## src/rtl/cam_capture_rgb444_if.sv

```systemverilog
// Frame-buffer write port: one address/data word qualified by a one-cycle regwrite strobe.
// There is no back-pressure; the buffer accepts every cycle in which regwrite is high.
interface cam_capture_rgb444_if #(
  parameter int AW = 15,
  parameter int DW = 12
);
  logic [AW-1:0] addr_in;
  logic [DW-1:0] data_in;
  logic          regwrite;

  modport master (output addr_in, output data_in, output regwrite);
  modport slave  (input  addr_in, input  data_in, input  regwrite);
endinterface

```

## src/rtl/cam_capture_rgb444.sv

```systemverilog
// OV7670 RGB444 capture: packs byte pairs into 12-bit pixels and writes one 160x120 frame.
// Build option CAP_TESTPAT_EN replaces camera data with colour bars selected by column.
module cam_capture_rgb444 #(
  parameter int AW    = 15,
  parameter int DW    = 12,
  parameter int IMG_W = 160,
  parameter int IMG_H = 120
) (
  input  logic                 clk,
  input  logic                 reset,
  input  logic                 cap_en,
  input  logic                 vsync,
  input  logic                 href,
  input  logic [7:0]           px_data,
  cam_capture_rgb444_if.master wr,
  output logic                 frame_done,
  output logic                 busy,
  output logic                 ovf,
  output logic [1:0]           dbg_state_o
);

  localparam int CW = $clog2(IMG_W + 1);
  localparam int RW = $clog2(IMG_H + 1);
  localparam logic [CW-1:0] COL_MAX = CW'(IMG_W);
  localparam logic [RW-1:0] ROW_MAX = RW'(IMG_H);

  typedef enum logic [1:0] {
    IDLE       = 2'd0,
    WAIT_START = 2'd1,
    CAPTURE    = 2'd2
  } state_e;

  state_e state_q, state_d;

  logic          vsync_q, href_q;
  logic          phase_q;
  logic [3:0]    red_q;
  logic [CW-1:0] col_q;
  logic [RW-1:0] row_q;
  logic [AW-1:0] row_base_q;
  logic          line_wr_q;
  logic          ovf_q;
  logic          frame_done_q;
  logic          regwrite_q;
  logic [AW-1:0] addr_q;
  logic [DW-1:0] data_q;

  logic          vs_rise, vs_fall, start_frame, in_bounds;
  logic [DW-1:0] pix_d;

  assign vs_rise     = ~vsync_q & vsync;
  assign vs_fall     = vsync_q & ~vsync;
  assign start_frame = (state_q == WAIT_START) && vs_fall;
  assign in_bounds   = (col_q < COL_MAX) && (row_q < ROW_MAX);

`ifdef CAP_TESTPAT_EN
  logic [7:0] col8;
  assign col8 = 8'(col_q);

  always_comb begin
    pix_d = '0;
    case (col8[7:5])
      3'd0:    pix_d = DW'(12'hFFF);
      3'd1:    pix_d = DW'(12'hFF0);
      3'd2:    pix_d = DW'(12'h0FF);
      3'd3:    pix_d = DW'(12'h0F0);
      3'd4:    pix_d = DW'(12'hF0F);
      3'd5:    pix_d = DW'(12'hF00);
      3'd6:    pix_d = DW'(12'h00F);
      default: pix_d = DW'(12'h000);
    endcase
  end
`else
  assign pix_d = DW'({red_q, px_data});
`endif

  // State register
  always_ff @(posedge clk) begin
    if (reset) state_q <= IDLE;
    else       state_q <= state_d;
  end

  // Next-state logic
  always_comb begin
    state_d = state_q;
    case (state_q)
      IDLE:       if (cap_en)  state_d = WAIT_START;
      WAIT_START: if (vs_fall) state_d = CAPTURE;
      CAPTURE:    if (vs_rise) state_d = cap_en ? WAIT_START : IDLE;
      default:                 state_d = IDLE;
    endcase
  end

  // Output logic
  always_comb begin
    busy        = (state_q == WAIT_START) || (state_q == CAPTURE);
    dbg_state_o = state_q;
  end

  // Datapath: byte packing, running address, bounds and frame flags.
  // The address is the row base (stepped by IMG_W) plus column, so no multiplier.
  always_ff @(posedge clk) begin
    if (reset) begin
      vsync_q      <= 1'b0;
      href_q       <= 1'b0;
      phase_q      <= 1'b0;
      red_q        <= '0;
      col_q        <= '0;
      row_q        <= '0;
      row_base_q   <= '0;
      line_wr_q    <= 1'b0;
      ovf_q        <= 1'b0;
      frame_done_q <= 1'b0;
      regwrite_q   <= 1'b0;
      addr_q       <= '0;
      data_q       <= '0;
    end else begin
      vsync_q      <= vsync;
      href_q       <= href;
      regwrite_q   <= 1'b0;
      frame_done_q <= 1'b0;
      if (start_frame) begin
        phase_q    <= 1'b0;
        col_q      <= '0;
        row_q      <= '0;
        row_base_q <= '0;
        line_wr_q  <= 1'b0;
        ovf_q      <= 1'b0;
        addr_q     <= '0;
      end else if (state_q == CAPTURE) begin
        if (vs_rise) frame_done_q <= 1'b1;
        if (href) begin
          phase_q <= ~phase_q;
          if (!phase_q) begin
            red_q <= px_data[3:0];
          end else begin
            if (in_bounds) begin
              regwrite_q <= 1'b1;
              addr_q     <= row_base_q + AW'(col_q);
              data_q     <= pix_d;
              line_wr_q  <= 1'b1;
            end else begin
              ovf_q <= 1'b1;
            end
            if (col_q != COL_MAX) col_q <= col_q + 1'b1;
          end
        end else if (href_q) begin
          // Line end: an odd trailing byte is dropped with the phase reset.
          phase_q   <= 1'b0;
          col_q     <= '0;
          line_wr_q <= 1'b0;
          if (line_wr_q && (row_q != ROW_MAX)) begin
            row_q      <= row_q + 1'b1;
            row_base_q <= row_base_q + AW'(IMG_W);
          end
        end
      end
    end
  end

  assign wr.addr_in  = addr_q;
  assign wr.data_in  = data_q;
  assign wr.regwrite = regwrite_q;
  assign frame_done  = frame_done_q;
  assign ovf         = ovf_q;

endmodule

```

## src/flat_wrapper.sv

```systemverilog
// flat-port wrapper written by rule: the top's interface ports become plain ports
module cam_capture_rgb444_flat 
#(
  parameter int AW    = 15,
  parameter int DW    = 12,
  parameter int IMG_W = 160,
  parameter int IMG_H = 120
)
  (clk, reset, cap_en, vsync, href, px_data, frame_done, busy, ovf, dbg_state_o, wr_addr_in, wr_data_in, wr_regwrite);
  cam_capture_rgb444_if #(.AW(AW), .DW(DW)) wr_i ();
  input  logic clk;
  input  logic reset;
  input  logic cap_en;
  input  logic vsync;
  input  logic href;
  input  logic [7:0] px_data;
  output logic frame_done;
  output logic busy;
  output logic ovf;
  output logic [1:0] dbg_state_o;
  output wire logic [$bits(wr_i.addr_in)-1:0] wr_addr_in;
  output wire logic [$bits(wr_i.data_in)-1:0] wr_data_in;
  output wire logic [$bits(wr_i.regwrite)-1:0] wr_regwrite;
  assign wr_addr_in = wr_i.addr_in;
  assign wr_data_in = wr_i.data_in;
  assign wr_regwrite = wr_i.regwrite;
  cam_capture_rgb444 #(.AW(AW), .DW(DW), .IMG_W(IMG_W), .IMG_H(IMG_H)) u_core (.clk(clk), .reset(reset), .cap_en(cap_en), .vsync(vsync), .href(href), .px_data(px_data), .wr(wr_i), .frame_done(frame_done), .busy(busy), .ovf(ovf), .dbg_state_o(dbg_state_o));
endmodule
```

## config.mk

```make
export PLATFORM = sky130hd
export DESIGN_NAME = cam_capture_rgb444_flat
export DESIGN_NICKNAME = d
export VERILOG_FILES = /design/src/rtl/cam_capture_rgb444_if.sv /design/src/rtl/cam_capture_rgb444.sv /design/src/flat_wrapper.sv
export SDC_FILE = /design/constraint.sdc
export NUM_CORES = 1
export LEC_CHECK = 0
export ABC_AREA = 1
export CORE_MARGIN = 1
export CORE_UTILIZATION = 40
export CTS_CLUSTER_DIAMETER = 100
export DETAILED_ROUTE_END_ITERATION = 8
export SETUP_SLACK_MARGIN = 0.15
export SLEW_MARGIN = 30
export SYNTH_ARGS = -nofsm -noshare
export SYNTH_HDL_FRONTEND = slang
export SYNTH_SLANG_ARGS = --single-unit
```

## constraint.sdc

```tcl
create_clock -name clk -period 1.58 [get_ports clk]
set_input_delay 0.316 -clock clk [delete_from_list [all_inputs] [get_ports clk]]
set_output_delay 0.316 -clock clk [all_outputs]
set_load 0.01 [all_outputs]
```

==> results.md <==
- Buf+Inv Stages, Crit Path: 5
- Dpl cells: 658
- Mean Syn Cell Area: 6.73 um^2
- Worst Path Required: between 1500 and 2000 ps
- Initial drt markers: a little under 90
- Max Slew Vio Count: 0
- CP max stage delay: approximately 340 ps
- Most common cell in the netlist: nand2_1
- Reg2reg start: u_core.dbg_state_o[0]$_SDFFE_PP0P_
- CTS root buf: clkbuf_8
- Post-synth EDFFs: 0
- Antenna diode count: 0
- Worst Slack Setup Final: roughly 70 ps
- Setup Viol. Count Final: 0
- DIE HEIGHT: around 93 um
- Arr. time, crit path: roughly 1800 ps
- Clock Path Buffers: 2
- Slew @ Worst Pin: 346 ps
- Half-perimeter wire length after placement: between 5 and 6 mm
- Fin Setup TNS: 0 ps
- Post-synthesis sequential area ratio: between 30% and 40%
- Vias per cell: around 4.6
- Area Overhead vs Synth: 50.2%
- Routed vias: approximately 3.2k
- Pre-CTS setup slack: -254 ps
- Max cap viols: 0
- First-pass DRT Iterations: 4
- Async set-reset flop share out of synthesis: 0%
- Row count: 32
- Total track usage: between 10% and 20%
- Mapped Nets: slightly above 500
- Fin crit period: 1510 ps
- Area after DPL: ~4000 um^2
- Starting Density: a little over two fifths
- Synth area leaders: dfxtp_1 39%, nand2_1 16%, inv_1 9.3%
- Power density over the cells: roughly 930 nW/um^2
- Outcome: finished clean
- Remaining Overflow, GRT: 0
- Rel. slew slack: between 70 and 80%
- Crit share post-route: a little over nine tenths
- Skew-Pair Late Insertion Delay: approximately 340 ps
- Hold Path Origin: u_core.red_q[1]$_SDFFE_PP0P_
- Post-route cell area: ~5000 um^2
- CP Cell Sequence: inv_4 -> ha_4 -> nand2_4 -> inv_4 -> nand3_4 -> nor2_4 -> buf_12 -> buf_12 -> clkinv_8 -> nand2_4 -> a21oi_2
- Top FF cell, synth: dfxtp_1
- I/O pins: between 40 and 50
- Hold crit path type: flip-flop to flip-flop
- Top cell type's share of synthesized area: between 30% and 40%
- Reg2reg path depth: 11
- # hold bufs at CTS: 0
- Warnings from Yosys: 0
- Die area: between 8000 and 9000 um^2
- Post-synth top cells: 141 x nand2_1, 82 x inv_1, 65 x dfxtp_1
- Yosys cell types: 30
- Post-Route WL: 8.12 mm
- Share of cells above drive strength 1: approximately 28%
- Largest net degree at the start of global routing: 19
- Wire length per cell: approximately 12 um
- Final Skew: approximately 9.3 ps
- H-tree depth: 3
- Synth Cell Area: roughly 3300 um^2
- RSZ-0062 raised after global routing: yes
- Seq cells post-synth: 65
- DRC viols: 0
- Post-route insts no fill: ~690
- Max VDD drop: 539 uV
- Achievable Freq: ~0.66 GHz
- Area leader, netlist: dfxtp_1
- Crit. End Element: flip-flop
- CTS tree: built
- Final core occ: a little over three fifths
- Clk slew on worst S/H paths: roughly 80 ps
- Worst path slowest cell: dfxtp_2
- Clock sinks: between 60 and 70
- Reg-to-reg endpoint: u_core.row_q[0]$_SDFFE_PP0P_
- Hold Path Sink: u_core.red_q[1]$_SDFFE_PP0P_
- Top delay family on crit path: buffers and inverters
- Gate Count Post-Synth: just under 500
- Total power: 4.62 mW
- Leakage power: 2.22 nW
- Vias in the first global route: 2863
- Crit Path Category: flip-flop to flip-flop
- Floorplan Core Area: between 7000 and 8000 um^2
- Initial antenna violation count: 0
- Layout Nets: a little over 600
- R2R setup slack: about 70 ps
- Hold Path Depth: 2
- RePlAce Congestion: approximately 0.80
- PortBufs: 45
- Final hold vios: 0
- CP Launch Type: flip-flop
- CP Max Fanout: 5
- Cts bufs inserted: 9
- Die X: ~93 um
- Post-route antenna net violation count: 0
- First-pass GRT wire length: between 10 and 15 mm
- Fin Hold WS: 457 ps
power breakdown:
part           internal (mW)  switching [mW]
Combinational          0.465           0.490
Sequential              1.72          0.0601
Clock                   1.21           0.674
Total                   3.40            1.22
cells by family after synthesis:
| family | Yosys count | share of synthesized area (%) |
|---|---|---|
| AO/OA/AOI/OAI | 57 | 8.91 |
| XOR/XNOR | 10 | 2.65 |
| adder cells (fa/ha/maj) | 13 | 5.16 |
| buffers and inverters | 100 | 12.3 |
| flip-flops | 65 | 39.4 |
| AND/OR/NAND/NOR | 245 | 31.6 |
state kept, by name, indices dropped and copies added (netlist names):
name and count:
u_core.wr.addr_in 15, u_core.line_wr_q 1, u_core.row_q 7, u_core.col_q 8
u_core.href_q 1, u_core.dbg_state_o 2, u_core.row_base_q 10, u_core.frame_done 1
u_core.wr.regwrite 1, u_core.ovf 1, u_core.wr.data_in 12, u_core.phase_q 1
u_core.red_q 4, u_core.vsync_q 1
worst max-delay path by stage:
stage	start	end	slack [ps]	cells after the start
2_1_floorplan	u_core.row_base_q[5]$_SDFFE_PP0P_	u_core.wr.addr_in[6]$_SDFFE_PP0P_	130	5
3_3_place_gp	href	u_core.wr.data_in[0]$_SDFFE_PP0P_	-230	8
3_5_place_dp	href	u_core.wr.data_in[0]$_SDFFE_PP0P_	-250	8
4_1_cts	u_core.dbg_state_o[1]$_SDFFE_PP0P_	busy	60	3
5_1_grt	u_core.col_q[5]$_SDFFE_PP0P_	u_core.wr.addr_in[13]$_SDFFE_PP0P_	20	9
6_report	u_core.dbg_state_o[0]$_SDFFE_PP0P_	u_core.row_q[0]$_SDFFE_PP0P_	70	11
worst register-to-register path: cells and delay by family (launching register included):
family / cells / cell delay [ps]
compound gates: 1 / 50
fa+ha+maj: 1 / 170
buf+inv: 5 / 490
flops: 1 / 340
simple gates: 4 / 370
routing by layer:
metal,global-route usage (%),up-vias,wire [um]
met5,0,-,0
met4,7.31,0,102
met3,3.61,10,282
met2,31.5,48,3940
met1,23.5,1447,3790
li1,-,1696,-
cell type report:
class	count	area (um^2)
fill	716	2890
multi-input combinational	325	1990
sequential	65	1320
timing repair buffer	94	888
inverter	86	348
clock inverter	7	141
tap	102	128
clock buffer	9	124
timing repair inverter	1	16.3
layout by cell type, fill, tap and decap left out, types with 6 or more instances in the layout:
cell / instances
dlygate4sd2_1: 32
dfxtp_2: 12
buf_4: 37
o21ai_1: 10
clkdlybuf4s50_1: 11
nand3_1: 21
dfxtp_1: 51
nand2_4: 14
nand2_2: 9
a21oi_2: 11
ha_4: 6
clkbuf_8: 9
a21oi_1: 24
buf_6: 6
nor2_1: 41
nand2_1: 120
nand3_2: 10
inv_1: 76
xor2_1: 6
ha_1: 6
what timing repair did:
item                                    CTS  global route
resized for setup                        69           102
pin swaps                                 4            28
gates cloned                              1             3
endpoints found under the setup margin   89            56
setup buffers                             6             5
Power figures use the tool's default switching activity.
